File: src/rtl/tree_node_mux.sv
// Round-robin N:1 packet merge node with a registered output stage.
// Optional per-channel packet counters are built when TREE_NODE_MUX_STATS_EN is defined.
module tree_node_mux #(
  parameter int NUM_CH = 5,
  parameter int DATA_W = 32,
  parameter int SRC_W  = $clog2(NUM_CH),
  parameter int CNT_W  = 16
) (
  input  logic                     clk,
  input  logic                     rst,
  input  logic [NUM_CH-1:0]        in_valid,
  input  logic [NUM_CH*DATA_W-1:0] in_data,
  input  logic [NUM_CH-1:0]        in_last,
  output logic [NUM_CH-1:0]        in_ready,
  output logic                     out_valid,
  output logic [DATA_W-1:0]        out_data,
  output logic                     out_last,
  output logic [SRC_W-1:0]         out_src,
  input  logic                     out_ready,
  output logic                     busy,
  input  logic [SRC_W-1:0]         stat_sel,
  output logic [CNT_W-1:0]         stat_cnt
);

  typedef enum logic {IDLE, LOCK} state_t;

  state_t             state_q, state_d;
  logic [SRC_W-1:0]   grant_q;
  logic [SRC_W-1:0]   ptr_q;
  logic [SRC_W-1:0]   pick;
  logic [SRC_W-1:0]   ptr_next;
  logic               found;
  logic               accept;
  logic               beat_last;
  logic [DATA_W-1:0]  beat_data;

  // Scan requests starting at the round-robin pointer, wrapping past NUM_CH-1.
  always_comb begin
    int               idx;
    logic [SRC_W-1:0] idx_w;
    // NOTE: every variable assigned here gets a default first so no latch is inferred.
    pick  = '0;
    found = 1'b0;
    idx   = 0;
    idx_w = '0;
    for (int i = 0; i < NUM_CH; i++) begin
      idx = int'(ptr_q) + i;
      if (idx >= NUM_CH) idx = idx - NUM_CH;
      idx_w = SRC_W'(idx);
      if (!found && in_valid[idx_w]) begin
        found = 1'b1;
        pick  = idx_w;
      end
    end
  end

  assign beat_data = in_data[int'(grant_q)*DATA_W +: DATA_W];
  assign beat_last = in_last[grant_q];
  assign ptr_next  = (grant_q == SRC_W'(NUM_CH-1)) ? '0 : grant_q + 1'b1;

  always_comb begin
    state_d  = state_q;
    in_ready = '0;
    accept   = 1'b0;
    busy     = (state_q == LOCK);
    case (state_q)
      IDLE: begin
        if (found) state_d = LOCK;
      end
      LOCK: begin
        // Only the granted child may advance, and only when the output slot frees up.
        in_ready[grant_q] = !out_valid || out_ready;
        accept            = in_valid[grant_q] && in_ready[grant_q];
        if (accept && beat_last) state_d = IDLE;
      end
      default: state_d = IDLE;
    endcase
  end

  always_ff @(posedge clk) begin
    // NOTE: sequential state uses non-blocking assignments so all registers update together.
    if (rst) begin
      state_q   <= IDLE;
      grant_q   <= '0;
      ptr_q     <= '0;
      out_valid <= 1'b0;
      out_data  <= '0;
      out_last  <= 1'b0;
      out_src   <= '0;
    end else begin
      state_q <= state_d;
      if (state_q == IDLE && found) grant_q <= pick;
      if (accept) begin
        out_valid <= 1'b1;
        out_data  <= beat_data;
        out_last  <= beat_last;
        out_src   <= grant_q;
        if (beat_last) ptr_q <= ptr_next;
      end else if (out_ready) begin
        out_valid <= 1'b0;
      end
    end
  end

`ifdef TREE_NODE_MUX_STATS_EN
  logic [CNT_W-1:0] cnt_q [NUM_CH];

  always_ff @(posedge clk) begin
    // NOTE: the counter array is a handful of flops, so it is reset explicitly rather than left to software.
    if (rst) begin
      for (int i = 0; i < NUM_CH; i++) cnt_q[i] <= '0;
    end else if (accept && beat_last && cnt_q[grant_q] != '1) begin
      cnt_q[grant_q] <= cnt_q[grant_q] + 1'b1;
    end
  end

  assign stat_cnt = (int'(stat_sel) < NUM_CH) ? cnt_q[stat_sel] : '0;
`else
  logic unused_stat_sel;
  assign unused_stat_sel = ^stat_sel;
  assign stat_cnt        = '0;
`endif

endmodule

File: config.mk
export PLATFORM = sky130hd
export DESIGN_NAME = tree_node_mux
export DESIGN_NICKNAME = d
export VERILOG_FILES = /design/src/rtl/tree_node_mux.sv
export SDC_FILE = /design/constraint.sdc
export NUM_CORES = 1
export LEC_CHECK = 0
export ABC_AREA = 1
export BUFFER_PORTS_ARGS = -buffer_cell sky130_fd_sc_hd__buf_4
export CAP_MARGIN = 20
export CORE_AREA = 4 4 99 101
export CTS_CLUSTER_DIAMETER = 60
export DETAILED_ROUTE_END_ITERATION = 10
export DIE_AREA = 0 0 103 105
export HOLD_SLACK_MARGIN = 0.1
export PLACE_DENSITY_LB_ADDON = 0.12
export SYNTH_ARGS = -nofsm -noshare
export SYNTH_HDL_FRONTEND = slang
export SYNTH_SLANG_ARGS = --single-unit
File: constraint.sdc
create_clock -name clk -period 2.7 [get_ports clk]
set_input_delay 0.54 -clock clk [delete_from_list [all_inputs] [get_ports clk]]
set_output_delay 0.54 -clock clk [all_outputs]
set_load 0.05 [all_outputs]
* Word-level counts from Yosys, hierarchy flattened
Index checks and enable logic that the tools add are counted.
Storage, ports and cells: register bits after elaboration 44, latch bits 0, bits in writable memories 0, ROM bits 0, input port bits 176, output and inout bits 59, logic and storage cells 90, memories 0
Cells by class: add/subtract/negate cells 10, multiply operators 0, div/mod/pow operators 0, order comparisons 12, eq/ne operators 1, shifts and indexed selects 1, mux-type cells 41, bitwise gates (word level) 2, reduce and logical (&&, ||, !) cells 16
Operators with widths (number):
- $shiftx 160x9->32 | 1
- $mux 3 | 11
- $bmux 1 s3 | 8
- $lt 3x4->1 const B | 6
- $mux 1 | 19
- $ge 4x3->1 const B | 4
- $sub 3x3->3 const B | 5
- $add 3x2->4 const B | 2
- $logic_and 1x1->1 | 8
- $and 5x5->5 | 1
- $logic_not 1->1 | 5
- $mux 5 | 1
- $add 3x1->4 const B | 1
- $add 3x3->4 const B | 1
- $add 3x1->3 const B | 1
- $demux 1 s3 | 1
- $eq 3x3->1 const B | 1
- $ge 3x1->1 const B | 1
- $ge 3x3->1 const B | 1
- $pmux 1 s2 | 1
- $reduce_and 2->1 | 1
- $reduce_bool 2->1 | 1
- $logic_or 1x1->1 | 1
- $not 1->1 | 1

* Logic depth before layout (Yosys ltp)
depth in word-level cells 19, gate-level depth with buffers 18

* Worst setup path after synthesis
OpenSTA, ideal clock, no wires.
path type register to register, start point register state_q, in the netlist busy, end point register out_data[10], setup time 0.145 ns, arrival 2.531 ns, data required time 2.555 ns, setup slack 0.024 ns, stages on the path, launching flop included 11, clock period less this slack 2.676 ns, cell sequence dfxtp_1 inv_1 nor2_1 nand2_1 nor3_2 a22oi_1 nor2_1 nand2_1 inv_2 clkbuf_1 a41oi_1
Between the ends: longest elaborated chain between the ends 1
Ends and longest elaborated chain:
- start: declaration | RTL line 27 | state_t state_q, state_d;
- start signal: assignment | RTL line 91 | state_q <= state_d;
- $mux 1 | RTL line 66 | case (state_q)
- end signal: assignment | RTL line 95 | out_data <= beat_data;
- end: declaration | RTL line 16 | output logic [DATA_W-1:0] out_data,
No other way between the ends. A chain may end at the register's enable or synchronous reset.

* Worst setup path after layout
start point register ptr_q[0], end point register grant_q[2]
Between the ends: longest elaborated chain between the ends 18
Ends and longest elaborated chain:
- start: declaration | RTL line 29 | logic [SRC_W-1:0] ptr_q;
- start signal: assignment | RTL line 98 | if (beat_last) ptr_q <= ptr_next;
- branches (longest 18 deep; another with $add 3x1->4)
- end signal: assignment | RTL line 92 | if (state_q == IDLE && found) grant_q <= pick;
- end: declaration | RTL line 28 | logic [SRC_W-1:0] grant_q;
Several ways; the timed one is not identified. The select of a mux whose other input is x is not followed.

==> out/results.txt <==
The logs give 4742 for the number of global-route vias before repair and 1025 for the layout net count. After detailed routing, the number of remaining DRC violations is 0. The tools report the endpoint kind of the worst setup timing path as a flip-flop. In this run the core area contains 35 standard-cell rows. The source-to-sink clock delay at the later pin of the worst-skew pair came out at 0.30 ns. The post-route standard cell area excluding fillers was 0.00576 mm2. The initial cell density of the core was 0.436; the initial DRC count was 265. The number of distinct library cell variants in the gate-level netlist after synthesis was 44. The worst setup path is launched from a flip-flop. The share of synthesized registers carrying an async set or reset is 0, and the total inserted antenna cells is 0. For the final-report setup violation count, the log shows 0. The tightest min-delay check is of the primary input to flip-flop type. Cell area reported after detailed placement: 0.00562 mm2. Summed over all cells, the static leakage comes to 2.73 nW. The arrival time reported for the critical path endpoint was 2.67 ns; the number of max-slew violations in the final report was 0. The fraction of the cycle the final worst path needs was 0.910; the layout filler cell count was 809. The die covers 0.0108 mm2.

In this run the remaining antenna-violating nets after routing total 0. Sorting the synthesized cells by area gives the leading types as dfxtp_1 (22%), nor2_1 (15%), o21ai_0 (13%). nor2_1 is the most common cell in the netlist. The tool flagged a number of max-cap violations equal to 0. Setup repair after global routing left no endpoint under its margin.

The tools report the initial antenna violation count as 0. Share of the core filled with cells in the final layout: 0.639. The biggest area contributor in the post-synthesis netlist is dfxtp_1. For the final routed database, the setup TNS stands at 0 ns. The routed layout has 5142 vias.

Final hold analysis gives a worst-case slack of 0.454 ns. The headroom to the max-slew limit was 0.516. The critical path is of the flip-flop to flip-flop type. The area fraction of the dominant cell type after synthesis came out at 0.224. The vertical extent of the die came out at 105 um. The maximum level of the CTS H-tree is 2, and the sequential element share of the synthesized area is 0.224. The fraction of layout cells with a size suffix above 1 works out to 0.347. TritonCTS built the clock tree. The final hold violation count is 0, and the length of the first detailed-routing pass in iterations is 5. Detailed placement finished with a half-perimeter wire length of 11600 um. After clock tree synthesis, the clock-pin slew on the worst setup and hold paths is 0.10 ns. The worst setup skew after layout came out at 0.0153 ns.

Dividing the detail-routed wire length by the instance count gives 15.9 um. The number of clock buffers added by TritonCTS is 5. Dividing total power by cell area gives a power density of 1050 mW/mm2.

The pre-CTS setup slack is 0.168 ns. The measured slew at the worst slew-check pin was 0.725 ns. Sorting the synthesized cells by how often they occur yields nor2_1 (160), o21ai_0 (106), nand2_1 (94), dfxtp_1 (44), a41oi_1 (32).

The required time at the endpoint of the critical path was 2.91 ns. The mean cell area of the mapped netlist was 6.18 um2; the top-level I/O count was 235. From synthesis to final layout, the design area changed by 46.4%. Entering global routing, the biggest net connects 72 pins.

No sink is reached through more buffers than the 2 on the longest clock path. After layout, the worst setup slack is 0.243 ns. In this run the worst path has a maximum fanout of 9.

The worst vdd rail ir drop is 0.000682 V. Most instantiated flip-flop cell in the synthesis netlist: dfxtp_1. The tree is rooted in a clkbuf_8. The run finished with clean final reports. The core region area is 0.00902 mm2.

Timing would allow up to 407 MHz. In this run, synthesis inferred 0 flip-flops with an integrated enable. The first global-routing pass estimated 23200 um of wire. After detailed routing, the total wire length is 15100 um. The overall routing resource usage was 0.266; the CTS sink count was 44. After synthesis the netlist holds a flip-flop and latch count of 44. Buffers added to address setup during post-CTS repair amount to 0. After detailed routing, the number of vias per cell comes to 5.41. The area taken by multi-input logic gates is 0.00273 mm2, and the total grt overflow is 0. The worst path needs 2.46 ns of the cycle, external delays included.

The run gives 0.00394 mm2 as the synthesized area. The number of I/O port buffers works out to 215. Registers take 882 um2.

The gate count of the mapped netlist is 637. The logs give 0 for the number of warnings reported in the yosys synthesis log and 0.911 for the final RePlAce weighted congestion. The die span in x came out at 103 um.
-- per-layer routing --
layer	wire length [um]	global-route usage
met5	0	0
met4	461	0.0944
met3	1250	0.0648
met2	7590	0.443
met1	5800	0.327
-- where the power goes --
part	switching, mW	internal [mW]	leakage [nW]
Clock	0.253	0.303	0.0614
Combinational	3.00	1.44	2.31
Sequential	0.151	0.908	0.363
-- layout by cell type (no fill, tap or decap), types with 2 or more instances in the layout --
cell      instances
nand3_2           6
o211ai_1          3
buf_4           231
nand4_1          10
nor3_2            2
nand3_1          28
inv_2            10
o21ai_2           5
inv_1            24
o21ai_0         105
a21oi_4           2
ha_1             10
nand2_4           4
nand2_1          94
dfxtp_1          43
nand3_4           2
conb_1           16
nor2_1          160
a21oi_1           9
a41oi_1          32
o21ai_1           5
clkbuf_8          6
nand2_2          11
-- flip-flops by register name (all words and copies together) (netlist names) --
| name | count |
|---|---|
| out_data | 32 |
| grant_q | 3 |
| out_src | 3 |
| ptr_q | 3 |
| busy | 1 |
| out_last | 1 |
| out_valid | 1 |
-- what timing repair did --
action,4_1_cts,5_1_grt
endpoints found under the setup margin,0,4
gates resized for setup,0,6
hold buffers,0,0
-- per-stage QoR --
step	cells	total power, mW
CTS	950	5.99
global placement	942	5.33
floorplan	652	4.22
global route	950	6.49
detailed placement	942	5.42
finish	950	6.06
-- critical path, cell delays in order, from the launching register on --
cell and delay, ns:
dfxtp_1 0.34, inv_2 0.04, buf_4 0.18, ha_1 0.23, ha_1 0.35, inv_1 0.11, o21ai_0 0.32, buf_4 0.18
o21ai_2 0.05, nand3_2 0.12, inv_1 0.09, nand4_1 0.09, nand4_1 0.09, nor2_1 0.12, nor2_1 0.05
-- final cells by class --
type	instances	area share
sequential	44	0.153
clock inverter	2	0.00673
multi-input combinational	520	0.474
inverter	35	0.0228
timing repair buffer	232	0.304
clock buffer	6	0.0143
tap	111	0.0241
-- kinds of logic after synthesis --
logic type,Yosys count,share of synthesized area
AOI/OAI and AO/OA,168,0.259
xor gates and xnor gates,2,0.00636
adders and majority gates,11,0.0369
buffers and inverters,88,0.103
DFF,44,0.224
other,1,0.000953
and+or+nand+nor,323,0.369
-- path summary, 6_finish.rpt --
kind              slack [ns]  cells after the start                    start                       to
hold / removal          0.45                      2                      rst  grant_q[0]$_SDFFE_PP0P_
setup / recovery        0.24                     14    ptr_q[0]$_SDFFE_PP0P_  grant_q[2]$_SDFFE_PP0P_
setup reg to reg        0.24                     14    ptr_q[0]$_SDFFE_PP0P_  grant_q[2]$_SDFFE_PP0P_
hold reg to reg         0.50                      2  out_src[0]$_SDFFE_PP0P_  out_src[0]$_SDFFE_PP0P_
No activity file was read; power rests on OpenSTA's default activity.
